--- config.mk ---
export PLATFORM = sky130hd
export DESIGN_NAME = led_port_arbiter_flat
export DESIGN_NICKNAME = d
export VERILOG_FILES = /design/src/rtl/led_port_arbiter_if.sv /design/src/rtl/led_port_arbiter.sv /design/src/flat_wrapper.sv
export SDC_FILE = /design/constraint.sdc
export NUM_CORES = 1
export LEC_CHECK = 0
export ABC_AREA = 1
export CAP_MARGIN = 40
export CORE_ASPECT_RATIO = 1.4
export CORE_UTILIZATION = 53
export DETAILED_ROUTE_END_ITERATION = 10
export PLACE_DENSITY = 0.95
export SYNTH_ARGS = -nofsm -noshare
export SYNTH_HDL_FRONTEND = slang
export SYNTH_SLANG_ARGS = --single-unit
export TNS_END_PERCENT = 10
--- constraint.sdc ---
create_clock -name clk -period 2.8 [get_ports clk]
set_input_delay 0.42 -clock clk [delete_from_list [all_inputs] [get_ports clk]]
set_output_delay 0.42 -clock clk [all_outputs]
set_load 0.01 [all_outputs]
--- src/rtl/led_port_arbiter_if.sv ---
// Request/ack bus between the two LED writers and the LED port arbiter.
interface led_port_arbiter_if #(
   parameter int unsigned DATA_W = 8
);
   logic              req0;
   logic [DATA_W-1:0] data0;
   logic              ack0;
   logic              req1;
   logic [DATA_W-1:0] data1;
   logic              ack1;
   logic [DATA_W-1:0] led;
   logic              busy;
   logic              last_grant;
   logic [7:0]        gcnt0;
   logic [7:0]        gcnt1;

   // Writer side: drives requests and data, observes acks and LED state.
   modport master (
      output req0, data0, req1, data1,
      input  ack0, ack1, led, busy, last_grant, gcnt0, gcnt1
   );

   // Arbiter side.
   modport slave (
      input  req0, data0, req1, data1,
      output ack0, ack1, led, busy, last_grant, gcnt0, gcnt1
   );
endinterface

--- src/rtl/led_port_arbiter.sv ---
// Round-robin arbiter sharing the LED port between the core (0) and a debug
// writer (1); each accepted value is held for MIN_HOLD cycles before the next.
module led_port_arbiter #(
   parameter int unsigned       DATA_W    = 8,
   parameter int unsigned       MIN_HOLD  = 4,   // legal range 1..255
   parameter logic [DATA_W-1:0] RESET_LED = '0
) (
   input logic              clk,
   input logic              rst,
   led_port_arbiter_if.slave bus
);

   typedef enum logic {IDLE, HOLD} state_t;

   localparam logic [7:0] HOLD_INIT = 8'(MIN_HOLD - 1);
   localparam logic [7:0] CNT_MAX   = 8'hFF;

   state_t            state;
   logic [7:0]        hold_cnt;
   logic [DATA_W-1:0] led;
   logic              ack0;
   logic              ack1;
   logic              busy;
   logic              last_grant;
   logic [7:0]        gcnt0;
   logic [7:0]        gcnt1;
   logic              any_req;
   logic              grant;

   // Pick the requester: the sole one, or the one not granted last on a tie.
   always_comb begin
      any_req = bus.req0 | bus.req1;
      grant   = (bus.req0 & bus.req1) ? ~last_grant : bus.req1;
   end

   // Arbitration FSM with registered LED, ack, busy and grant counters.
   always_ff @(posedge clk or posedge rst) begin
      if (rst) begin
         state      <= IDLE;
         hold_cnt   <= 8'd0;
         led        <= RESET_LED;
         ack0       <= 1'b0;
         ack1       <= 1'b0;
         busy       <= 1'b0;
         last_grant <= 1'b1;
         gcnt0      <= 8'd0;
         gcnt1      <= 8'd0;
      end else begin
         case (state)
            IDLE: begin
               ack0 <= 1'b0;
               ack1 <= 1'b0;
               busy <= 1'b0;
               if (any_req) begin
                  state      <= HOLD;
                  hold_cnt   <= HOLD_INIT;
                  busy       <= 1'b1;
                  last_grant <= grant;
                  if (grant) begin
                     led  <= bus.data1;
                     ack1 <= 1'b1;
                     if (gcnt1 != CNT_MAX) gcnt1 <= gcnt1 + 8'd1;
                  end else begin
                     led  <= bus.data0;
                     ack0 <= 1'b1;
                     if (gcnt0 != CNT_MAX) gcnt0 <= gcnt0 + 8'd1;
                  end
               end
            end
            HOLD: begin
               // Ack covers only the first HOLD cycle; requests are ignored here.
               ack0 <= 1'b0;
               ack1 <= 1'b0;
               if (hold_cnt == 8'd0) begin
                  state <= IDLE;
                  busy  <= 1'b0;
               end else begin
                  hold_cnt <= hold_cnt - 8'd1;
               end
            end
            default: begin
               state <= IDLE;
               busy  <= 1'b0;
               ack0  <= 1'b0;
               ack1  <= 1'b0;
            end
         endcase
      end
   end

   // Drive the bus from the registered state only.
   assign bus.led        = led;
   assign bus.ack0       = ack0;
   assign bus.ack1       = ack1;
   assign bus.busy       = busy;
   assign bus.last_grant = last_grant;
   assign bus.gcnt0      = gcnt0;
   assign bus.gcnt1      = gcnt1;

endmodule

--- src/flat_wrapper.sv ---
// flat-port wrapper written by rule: the top's interface ports become plain ports
module led_port_arbiter_flat 
#(
   parameter int unsigned       DATA_W    = 8,
   parameter int unsigned       MIN_HOLD  = 4,                        
   parameter logic [DATA_W-1:0] RESET_LED = '0
)
  (clk, rst, bus_req0, bus_data0, bus_req1, bus_data1, bus_ack0, bus_ack1, bus_led, bus_busy, bus_last_grant, bus_gcnt0, bus_gcnt1);
  led_port_arbiter_if #(.DATA_W(DATA_W)) bus_i ();
  input logic clk;
  input logic rst;
  input wire logic [$bits(bus_i.req0)-1:0] bus_req0;
  input wire logic [$bits(bus_i.data0)-1:0] bus_data0;
  input wire logic [$bits(bus_i.req1)-1:0] bus_req1;
  input wire logic [$bits(bus_i.data1)-1:0] bus_data1;
  output wire logic [$bits(bus_i.ack0)-1:0] bus_ack0;
  output wire logic [$bits(bus_i.ack1)-1:0] bus_ack1;
  output wire logic [$bits(bus_i.led)-1:0] bus_led;
  output wire logic [$bits(bus_i.busy)-1:0] bus_busy;
  output wire logic [$bits(bus_i.last_grant)-1:0] bus_last_grant;
  output wire logic [$bits(bus_i.gcnt0)-1:0] bus_gcnt0;
  output wire logic [$bits(bus_i.gcnt1)-1:0] bus_gcnt1;
  assign bus_i.req0 = bus_req0;
  assign bus_i.data0 = bus_data0;
  assign bus_i.req1 = bus_req1;
  assign bus_i.data1 = bus_data1;
  assign bus_ack0 = bus_i.ack0;
  assign bus_ack1 = bus_i.ack1;
  assign bus_led = bus_i.led;
  assign bus_busy = bus_i.busy;
  assign bus_last_grant = bus_i.last_grant;
  assign bus_gcnt0 = bus_i.gcnt0;
  assign bus_gcnt1 = bus_i.gcnt1;
  led_port_arbiter #(.DATA_W(DATA_W), .MIN_HOLD(MIN_HOLD), .RESET_LED(RESET_LED)) u_core (.clk(clk), .rst(rst), .bus(bus_i));
endmodule
==> metrics.csv, run 1 <==
metric,value,unit
initial drt markers,28,
worst setup path category,reg -> out,
yosys synthesis warning count,0,
CP required,2380,ps
Synth Area in Compound Gates,0.0774,
Routed WL per cell,12.6,µm
met2 routing resource usage after global routing,0.418,
number of failing hold endpoints at the final stage,0,
CP peak stage delay,550,ps
flip-flop and latch count after synthesis,37,
family with the most delay on the worst path,flip-flops,
terminus of the critical flop-to-flop path,u_core.hold_cnt[0]$_DFFE_PP0P_,
Setup Skew,9.40,ps
worst reg2reg path depth,9,
largest fanout on the critical path,3,
cell-internal power,0.857,mW
most frequently used cell type in the post-synthesis netlist,nand2_1,
Final WS setup,1010,ps
drt first pass iters,4,
overall die width,53.8,µm
starting utilization of the core area,0.551,
number of max-slew violations in the final report,0,
Area Overhead vs Synth,31.0,%
share of cells above drive strength 1,0.108,
slowest CP cell,dfstp_2,
post-detailed-route DRC marker count,0,
number of sinks handled by clock tree synthesis,37,
"number of placed instances, taps included",321,
global-route congestion overflow total,0,
crit start category,flip-flop,
total via count in the routed design,1689,
number of fillers in the final layout,267,
clock root cell,clkbuf_8,
Die H,74.5,µm
post-synthesis instance total,234,
library cells used by synthesis,28,
count of boundary I/O pins,48,
Simple-Gate Fraction of Synth Area,0.298,
count of flip-flops with a built-in enable after synthesis,0,
highest attainable clock frequency,0.559,GHz
count of cells resized by post-cts repair,0,
Async SR Flop Fraction,1.00,
IO Port Bufs,47,
Psw,0.212,mW
critical path buffer and inverter count,1,
measured slew at the worst slew-check pin,569,ps
met1 usage,0.249,
diodes inserted,0,
overall track demand over capacity in global routing,0.235,
setup slack of the worst register-to-register path,1140,ps
area of the core,3610,µm²
Lkg Pwr,1.23,nW
cell area power density,410,nW/µm²
Hold Path Depth,2,
post-synth top area cell,dfrtp_1,
beginning of the worst hold path,u_core.bus.led[7]$_DFFE_PP0P_,
Slew HR,0.619,
register share of total power,0.502,
kind of path behind the tightest hold check,reg -> reg,
initial antenna violation count,0,
wire length of the first global-routing pass,6710,µm
reg2reg start,u_core.hold_cnt[0]$_DFFE_PP0P_,
dpl hpwl,3100,µm
worst hold endpoint,u_core.bus.led[7]$_DFFE_PP0P_,
area share of fa/ha/maj cells after synthesis,0.0252,
Netlist Area Pre-Place,1990,µm²
floorplan row count,26,
cell types with the largest area share after synthesis,"dfrtp_1 (45%), nand2_1 (14%), xnor2_1 (4.4%)",
number of standard cells in the final layout excluding fillers,329,
post-CTS clock slew at the launch and capture registers of the worst setup and hold paths,80,ps
final setup fails,0,
arrival time at the worst endpoint,1370,ps
pre-CTS setup slack,744,ps
Clk pwr share,0.446,
count of nets left with antenna violations after detail routing,0,
hold_ws,495,ps
average instance area after synthesis,8.50,µm²
post-synthesis mux area share,0,
Main synth FF type,dfrtp_1,
worst-path cell chain,clkdlybuf4s50_1,
unrepaired setup endpoints after global routing,false,
maximum level of the CTS H-tree,2,
met3 track demand over resource in global routing,0.0675,
share of the yosys chip area belonging to registers,0.466,
maximum number of pins on one net before global-route repair,38,
total clock buffers created by CTS,5,
Synth top area share,0.453,
most crowded layer after global routing,met2,
peak supply drop,0.453,mV
share of the synthesized netlist area taken by xor and xnor gates,0.0698,
Die Outline Area,4010,µm²
Max-Cap Viols,0,
outcome,finished clean,
fraction of power consumed by combinational cells,0.052,
"wirelength, routed",4150,µm
final RePlAce weighted congestion,0.908,
clock latency on the worst-skew pair,290,ps
cell types with the highest counts after synthesis,"nand2_1 (73), dfrtp_1 (36), nor2_1 (22)",
maximum buffer depth of the clock tree,2,
syn_nets,258,
TritonCTS clock tree,built,
Pwr Total,1.07,mW
min cycle time layout,1790,ps
dominant combinational cell family by area after synthesis,simple AND/OR/NAND/NOR gates,
summed negative setup slack over all endpoints,0,ps
vias in the first global route,1617,
number of nets in the finished design,310,
switching share of total power,0.199,
ratio of final minimum period to clock period,0.639,
total of hold buffers inserted after clock tree synthesis,0,
post-CTS repair timing setup buffer count,0,
stages on the worst setup path,1,
endpoint type of the worst setup path,output port,
drt via density,5.13,
worst max path at each step:
stage,endpoint,slack [ps],start
2_1_floorplan,u_core.bus.gcnt1[6]$_DFFE_PP0P_,1420,u_core.bus.gcnt1[0]$_DFFE_PP0P_
3_3_place_gp,u_core.hold_cnt[0]$_DFFE_PP0P_,820,bus_req1
3_5_place_dp,u_core.hold_cnt[0]$_DFFE_PP0P_,740,bus_req1
4_1_cts,bus_last_grant,1000,u_core.bus.last_grant$_DFFE_PP1P_
5_1_grt,u_core.hold_cnt[0]$_DFFE_PP0P_,930,u_core.hold_cnt[0]$_DFFE_PP0P_
6_report,bus_last_grant,1010,u_core.bus.last_grant$_DFFE_PP1P_
stage by stage:
| step | util | area, µm² |
|---|---|---|
| after floorplan | - | 1990 |
| after global placement | 0.690 | 2490 |
| after detailed placement | 0.690 | 2490 |
| after CTS | 0.722 | 2610 |
| after global routing | 0.722 | 2610 |
| final | 0.722 | 2610 |
power groups by stage:
| stage | Sequential, mW | Combinational [mW] | Clock [mW] |
|---|---|---|---|
| after floorplan | 0.549 | 0.0163 | 0 |
| after global placement | 0.548 | 0.0552 | 0 |
| after detailed placement | 0.548 | 0.0561 | 0 |
| after CTS | 0.537 | 0.0563 | 0.486 |
| after global routing | 0.537 | 0.0606 | 0.511 |
| final | 0.537 | 0.0554 | 0.477 |
per-layer routing:
metal | part of all wire | vias to the layer above
met5 | 0 | -
met2 | 0.53 | 42
li1 | - | 844
met4 | 0.021 | 0
met1 | 0.40 | 795
met3 | 0.054 | 8
layout by cell type (no fill, tap or decap), types with 6 or more instances in the layout:
master / synthesis / final
clkdlybuf4s50_1: 0 / 47
o21ai_1: 7 / 7
nand3_1: 14 / 14
nor2_1: 22 / 22
o21ai_0: 13 / 13
clkbuf_8: 0 / 6
nand2_1: 73 / 73
xnor2_1: 10 / 10
dfrtp_1: 36 / 36
inv_1: 18 / 18
layout make-up:
cell class                      count  area (µm²)  share of cell area
Tap cell                           42        52.6              0.0202
Clock inverter                      1        30.0              0.0115
Clock buffer                        7        86.3              0.0331
Sequential cell                    37         927               0.356
Multi-Input combinational cell    173         936               0.359
Timing Repair Buffer               48         478               0.183
Inverter                           21        96.3              0.0370
cells by family (layout without fill, tap and decap cells):
| family | count (synthesis) | after routing |
|---|---|---|
| simple gates | 129 | 129 |
| xor+xnor | 15 | 15 |
| fa+ha+maj | 4 | 4 |
| flops | 37 | 37 |
| compound gates | 25 | 25 |
| buf+inv | 24 | 77 |
registers in the layout (all words and copies together), names as in the netlist:
register / flops
u_core.hold_cnt: 8
u_core.bus.last_grant: 1
u_core.bus.gcnt1: 8
u_core.bus.ack1: 1
u_core.bus.led: 8
u_core.bus.ack0: 1
u_core.state: 1
u_core.bus.gcnt0: 8
u_core.bus.busy: 1
tightest hold or removal path, delay by kind of cell (launching register included):
| family | cells | cell delay (ps) |
|---|---|---|
| flip-flops | 1 | 340 |
| AO/OA/AOI/OAI | 1 | 70 |
| AND/OR/NAND/NOR | 1 | 50 |
Note: power is estimated with default switching activity, not from simulation.
==> run 2: changes to the inputs <==
--- a/config.mk
+++ b/config.mk
@@ -8,9 +8,9 @@
 export ABC_AREA = 1
 export CAP_MARGIN = 40
 export CORE_ASPECT_RATIO = 1.4
-export CORE_UTILIZATION = 53
+export CORE_UTILIZATION = 49
 export DETAILED_ROUTE_END_ITERATION = 10
-export PLACE_DENSITY = 0.95
+export PLACE_DENSITY = 0.89
 export SYNTH_ARGS = -nofsm -noshare
 export SYNTH_HDL_FRONTEND = slang
 export SYNTH_SLANG_ARGS = --single-unit
==> constraint.sdc (replaced) <==
create_clock -name clk -period 1.8 [get_ports clk]
set_input_delay 0.27 -clock clk [delete_from_list [all_inputs] [get_ports clk]]
set_output_delay 0.27 -clock clk [all_outputs]
set_load 0.01 [all_outputs]
==> run 2 against run 1 <==
Effect of this change: critical endpoint unchanged; sequential power is 56% higher; final cell count rose by 0.91%; combinational power grew 55%; via count is 2.4% lower; clock skew decreased by 0.50 ps; non-clock buffer count up 2; sequential cell count stayed put; hold slack worse by 120 ps; global-route usage decreased by 3.3 points; clock power is 28% higher.
==> metrics.csv, run 2 (synthesis results as in run 1) <==
metric,value,unit,change
overall track demand over capacity in global routing,0.202,,-0.0328
final setup fails,0,,unchanged
CP peak stage delay,540,ps,about the same
overall die width,55.9,µm,+3.8%
family with the most delay on the worst path,flip-flops,,
maximum level of the CTS H-tree,2,,unchanged
"leading cell types in the layout, fill and taps excluded","nand2_1 (73), clkdlybuf4s50_1 (47), dfrtp_1 (36)",,
TritonCTS clock tree,built,,
post-detailed-route DRC marker count,0,,unchanged
count of nets left with antenna violations after detail routing,0,,unchanged
vias in the first global route,1589,,-1.7%
Clk pwr share,0.398,,-0.048
CP required,1530,ps,-850 ps
clock root cell,clkbuf_8,,
global-route congestion overflow total,0,,unchanged
maximum number of pins on one net before global-route repair,38,,unchanged
count of boundary I/O pins,48,,unchanged
cell area after placement,2510,µm²,+0.65%
crit start category,flip-flop,,
measured slew at the worst slew-check pin,515,ps,-54.4 ps
summed negative setup slack over all endpoints,0,ps,unchanged
IO Port Bufs,47,,unchanged
ratio of final minimum period to clock period,0.910,,
diodes inserted,0,,unchanged
footprint of the multi-input gates,936,µm²,unchanged
post-CTS clock slew at the launch and capture registers of the worst setup and hold paths,80,ps,about the same
total of hold buffers inserted after clock tree synthesis,0,,unchanged
number of fillers in the final layout,313,,+17%
floorplan row count,27,,+3.8%
dpl hpwl,2940,µm,-5.0%
"wirelength, routed",4040,µm,-2.7%
drt via density,4.96,,-3.3%
highest attainable clock frequency,0.611,GHz,
wire length of the first global-routing pass,6760,µm,+0.73%
Lkg Pwr,1.23,nW,-0.46%
min cycle time layout,1640,ps,
cell-internal power,1.19,mW,+39%
Slew HR,0.657,,+0.0377
fraction of power consumed by combinational cells,0.056,,+0.004
starting utilization of the core area,0.508,,-0.0433
Setup Skew,8.90,ps,-0.503 ps
worst-path cell chain,clkdlybuf4s50_1,,
drt first pass iters,5,,+1
Finished Core Util,0.663,,-0.0583
Max-Cap Viols,0,,unchanged
clock latency on the worst-skew pair,300,ps,about the same
area of the core,3920,µm²,+8.5%
Die Outline Area,4320,µm²,+7.9%
Psw,0.338,mW,+59%
Area Overhead vs Synth,30.7,%,
register share of total power,0.546,,+0.044
arrival time at the worst endpoint,1370,ps,about the same
post-CTS repair timing setup buffer count,0,,unchanged
share of cells above drive strength 1,0.114,,+0.00617
worst setup path category,reg -> out,,
Register Area,927,µm²,unchanged
number of max-slew violations in the final report,0,,unchanged
total via count in the routed design,1648,,-2.4%
"most common cell after layout, fill and taps aside",nand2_1,,
number of failing hold endpoints at the final stage,0,,unchanged
Die H,77.4,µm,+3.9%
switching share of total power,0.221,,+0.0223
outcome,finished clean,,
stages on the worst setup path,1,,unchanged
unrepaired setup endpoints after global routing,false,,
hold_ws,379,ps,-116 ps
final RePlAce weighted congestion,0.840,,-7.5%
initial drt markers,34,,+21%
maximum buffer depth of the clock tree,2,,unchanged
count of cells resized by post-cts repair,0,,unchanged
worst reg2reg path depth,8,,-1
Routed WL per cell,12.2,µm,-3.5%
total clock buffers created by CTS,5,,unchanged
post-route standard cell area excluding fillers,2600,µm²,-0.24%
kind of path behind the tightest hold check,in -> async,,
number of sinks handled by clock tree synthesis,37,,unchanged
cell area power density,589,nW/µm²,+43%
initial antenna violation count,0,,unchanged
endpoint type of the worst setup path,output port,,
largest fanout on the critical path,3,,unchanged
slowest CP cell,dfstp_2,,
peak supply drop,0.538,mV,+19%
critical path buffer and inverter count,1,,unchanged
number of nets in the finished design,312,,+0.65%
[run 2: cell types whose count changed in the layout (fill, tap and decap cells not counted), sizes merged]
cell      previous run  this run
buf                  1         3
bufinv               1         0
clkinvlp             0         1
[run 2: metal layers]
layer | share of wire | global-route usage | vias up
met5 | 0 | 0 | -
met4 | 0.020 | 0.107 | 0
met3 | 0.050 | 0.0617 | 8
met2 | 0.51 | 0.346 | 34
met1 | 0.42 | 0.223 | 760
li1 | - | - | 846
[run 2: layout make-up]
type / count / area share
clock buffers: 7 / 0.0332
clock inverters: 1 / 0.00289
inverters: 21 / 0.0371
multi-input cells: 173 / 0.360
flip-flops and latches: 37 / 0.357
well taps: 43 / 0.0207
repair buffers: 50 / 0.190
[run 2: worst paths after layout]
path,from,endpoint,slack (ps)
worst max-delay path,u_core.bus.last_grant$_DFFE_PP1P_,bus_last_grant,160
worst min-delay path,rst,u_core.bus.gcnt0[5]$_DFFE_PP0P_,380
worst max register to register,u_core.bus.gcnt1[0]$_DFFE_PP0P_,u_core.bus.gcnt1[3]$_DFFE_PP0P_,200
worst min register to register,u_core.bus.led[7]$_DFFE_PP0P_,u_core.bus.led[7]$_DFFE_PP0P_,490
max in group asynchronous,rst,u_core.bus.last_grant$_DFFE_PP1P_,1070
min in group clk,u_core.bus.led[7]$_DFFE_PP0P_,u_core.bus.led[7]$_DFFE_PP0P_,490
[run 2: power by group through the flow]
stage	logic, mW	registers, mW	clock network [mW]
5_1_grt	0.0949	0.836	0.667
2_1_floorplan	0.0254	0.854	0
3_5_place_dp	0.0873	0.852	0
6_report	0.0859	0.836	0.609
4_1_cts	0.0877	0.836	0.626
3_3_place_gp	0.0869	0.852	0
[run 2: through the flow]
stage               cells  total power [mW]  setup WS [ps]
CTS                   332              1.55            151
floorplan             234             0.879            422
global placement      324             0.939           94.7
detailed placement    324             0.939           63.9
finish                332              1.53            162
global route          332              1.60           49.8
[run 2: worst min-delay path, stage by stage]
cell and delay [ps]:
clkdlybuf4s50_1 390, inv_1 50, buf_4 400
==> run 3: changes to the inputs <==
--- a/config.mk
+++ b/config.mk
@@ -8,9 +8,9 @@
 export ABC_AREA = 1
 export CAP_MARGIN = 40
 export CORE_ASPECT_RATIO = 1.4
-export CORE_UTILIZATION = 49
+export CORE_UTILIZATION = 53
 export DETAILED_ROUTE_END_ITERATION = 10
-export PLACE_DENSITY = 0.89
+export PLACE_DENSITY = 0.95
 export SYNTH_ARGS = -nofsm -noshare
 export SYNTH_HDL_FRONTEND = slang
 export SYNTH_SLANG_ARGS = --single-unit
==> constraint.sdc (replaced) <==
create_clock -name clk -period 2.1 [get_ports clk]
set_input_delay 0.315 -clock clk [delete_from_list [all_inputs] [get_ports clk]]
set_output_delay 0.315 -clock clk [all_outputs]
set_load 0.01 [all_outputs]
==> run 3 against run 2 <==
Effect of this change: clock skew is 0.61 ps lower; core utilization is 5.7 points higher; die area decreased by 7.3%; first-iteration DRC count stayed put; non-clock buffer count stayed put; largest cell class unchanged; largest power group unchanged; highest routed layer unchanged.
==> metrics.csv, run 3 (synthesis results as in run 1) <==
metric,value,unit,change
worst setup path category,reg -> out,,
maximum buffer depth of the clock tree,2,,unchanged
Die H,74.5,µm,-3.7%
floorplan row count,26,,-3.7%
post-CTS clock slew at the launch and capture registers of the worst setup and hold paths,70,ps,about the same
met1 usage,0.246,,+0.0236
post-CTS repair timing setup buffer count,0,,unchanged
post-detailed-route DRC marker count,0,,unchanged
overall die width,53.8,µm,-3.7%
worst-path cell chain,clkdlybuf4s50_1,,
"leading cell types in the layout, fill and taps excluded","nand2_1 (73), clkdlybuf4s50_1 (47), dfrtp_1 (36)",,
fraction of power consumed by combinational cells,0.061,,+0.005
clock latency on the worst-skew pair,290,ps,about the same
Area Overhead vs Synth,30.7,%,unchanged
Routed WL per cell,12.7,µm,+4.5%
drt via density,5.30,,+6.8%
starting utilization of the core area,0.551,,+0.0433
endpoint type of the worst setup path,output port,,
number of max-slew violations in the final report,0,,unchanged
cell area power density,489,nW/µm²,-17%
count of cells resized by post-cts repair,0,,unchanged
Max-Cap Viols,0,,unchanged
cell-internal power,0.989,mW,-17%
vias in the first global route,1588,,-0.063%
Psw,0.284,mW,-16%
register share of total power,0.563,,+0.017
overall track demand over capacity in global routing,0.227,,+0.0252
number of nets in the finished design,312,,unchanged
area of the core,3610,µm²,-7.9%
unrepaired setup endpoints after global routing,false,,
min cycle time layout,1680,ps,
summed negative setup slack over all endpoints,0,ps,unchanged
TritonCTS clock tree,built,,
highest attainable clock frequency,0.594,GHz,
maximum level of the CTS H-tree,2,,unchanged
number of fillers in the final layout,260,,-17%
crit start category,flip-flop,,
final RePlAce weighted congestion,0.859,,+2.3%
footprint of the multi-input gates,936,µm²,unchanged
"wirelength, routed",4200,µm,+4.2%
global-route congestion overflow total,0,,unchanged
Die Outline Area,4010,µm²,-7.3%
hold_ws,378,ps,-0.953 ps
count of boundary I/O pins,48,,unchanged
dpl hpwl,3080,µm,+4.6%
maximum number of pins on one net before global-route repair,25,,-34%
switching share of total power,0.223,,+0.00221
CP peak stage delay,550,ps,about the same
diodes inserted,0,,unchanged
critical path buffer and inverter count,1,,unchanged
Setup Skew,8.29,ps,-0.608 ps
reg2reg start,u_core.bus.gcnt1[0]$_DFFE_PP0P_,,
initial antenna violation count,0,,unchanged
met2 routing resource usage after global routing,0.399,,+0.0534
total clock buffers created by CTS,5,,unchanged
number of sinks handled by clock tree synthesis,37,,unchanged
slowest CP cell,dfstp_2,,
ratio of final minimum period to clock period,0.801,,
Lkg Pwr,1.23,nW,+0.41%
Critical Path Source,u_core.bus.last_grant$_DFFE_PP1P_,,
count of nets left with antenna violations after detail routing,0,,unchanged
drt first pass iters,4,,-1
final setup fails,0,,unchanged
outcome,finished clean,,
CP required,1780,ps,+250 ps
met3 track demand over resource in global routing,0.0450,,-0.0167
largest fanout on the critical path,3,,unchanged
measured slew at the worst slew-check pin,569,ps,+54.6 ps
Register Area,927,µm²,unchanged
total of hold buffers inserted after clock tree synthesis,0,,unchanged
arrival time at the worst endpoint,1370,ps,about the same
wire length of the first global-routing pass,6600,µm,-2.4%
"most common cell after layout, fill and taps aside",nand2_1,,
number of failing hold endpoints at the final stage,0,,unchanged
Slew HR,0.620,,-0.0368
peak supply drop,0.417,mV,-22%
IO Port Bufs,47,,unchanged
initial drt markers,34,,unchanged
share of cells above drive strength 1,0.114,,unchanged
total via count in the routed design,1754,,+6.4%
clock root cell,clkbuf_8,,
kind of path behind the tightest hold check,in -> async,,
family with the most delay on the worst path,flip-flops,,
Clk pwr share,0.376,,-0.022
most crowded layer after global routing,met2,,
run 3: changes by cell type in the layout (fill, tap and decap cells not counted):
| cell | change |
|---|---|
| buf_4 | -1 |
| clkinv_2 | +2 |
| clkbuf_8 | -1 |
| buf_12 | +1 |
| clkinvlp_4 | -1 |
run 3: final timing paths:
kind | to | slack, ps | depth (start not counted)
max in group asynchronous | u_core.bus.gcnt0[1]$_DFFE_PP0P_ | 1200 | 3
setup / recovery | bus_last_grant | 420 | 1
hold reg to reg | u_core.bus.led[7]$_DFFE_PP0P_ | 490 | 2
setup reg to reg | u_core.bus.gcnt1[3]$_DFFE_PP0P_ | 510 | 8
hold / removal | u_core.hold_cnt[2]$_DFFE_PP0P_ | 380 | 2
min in group clk | u_core.bus.led[7]$_DFFE_PP0P_ | 490 | 2
run 3: final cells by class:
type                    count  area share
flip-flops and latches     37       0.357
multi-input cells         173       0.360
well taps                  42      0.0202
repair buffers             50       0.194
clock inverters             2     0.00385
inverters                  21      0.0371
clock buffers               6      0.0279
run 3: power groups by stage:
stage               combinational, mW  clock [mW]  sequential, mW
finish                         0.0773       0.478           0.717
global route                   0.0842       0.519           0.717
CTS                            0.0790       0.486           0.717
detailed placement             0.0779           0           0.731
global placement               0.0772           0           0.730
floorplan                      0.0217           0           0.732
run 3: routing by layer:
layer  wire (µm)  part of all wire  up-vias
met1        1760              0.42      855
met2        2180              0.52       45
met3         187             0.044        6
met5           0                 0        -
met4          76             0.018        0
li1            -                 -      848
run 3: stage by stage:
step	cells	power [mW]	worst slack (ps)	instance area, µm²	util
finish	331	1.27	417	2600	0.720
global route	331	1.32	370	2600	0.720
CTS	331	1.28	410	2600	0.720
detailed placement	323	0.809	292	2520	0.697
global placement	323	0.808	322	2520	0.697
floorplan	234	0.754	722	1990	-
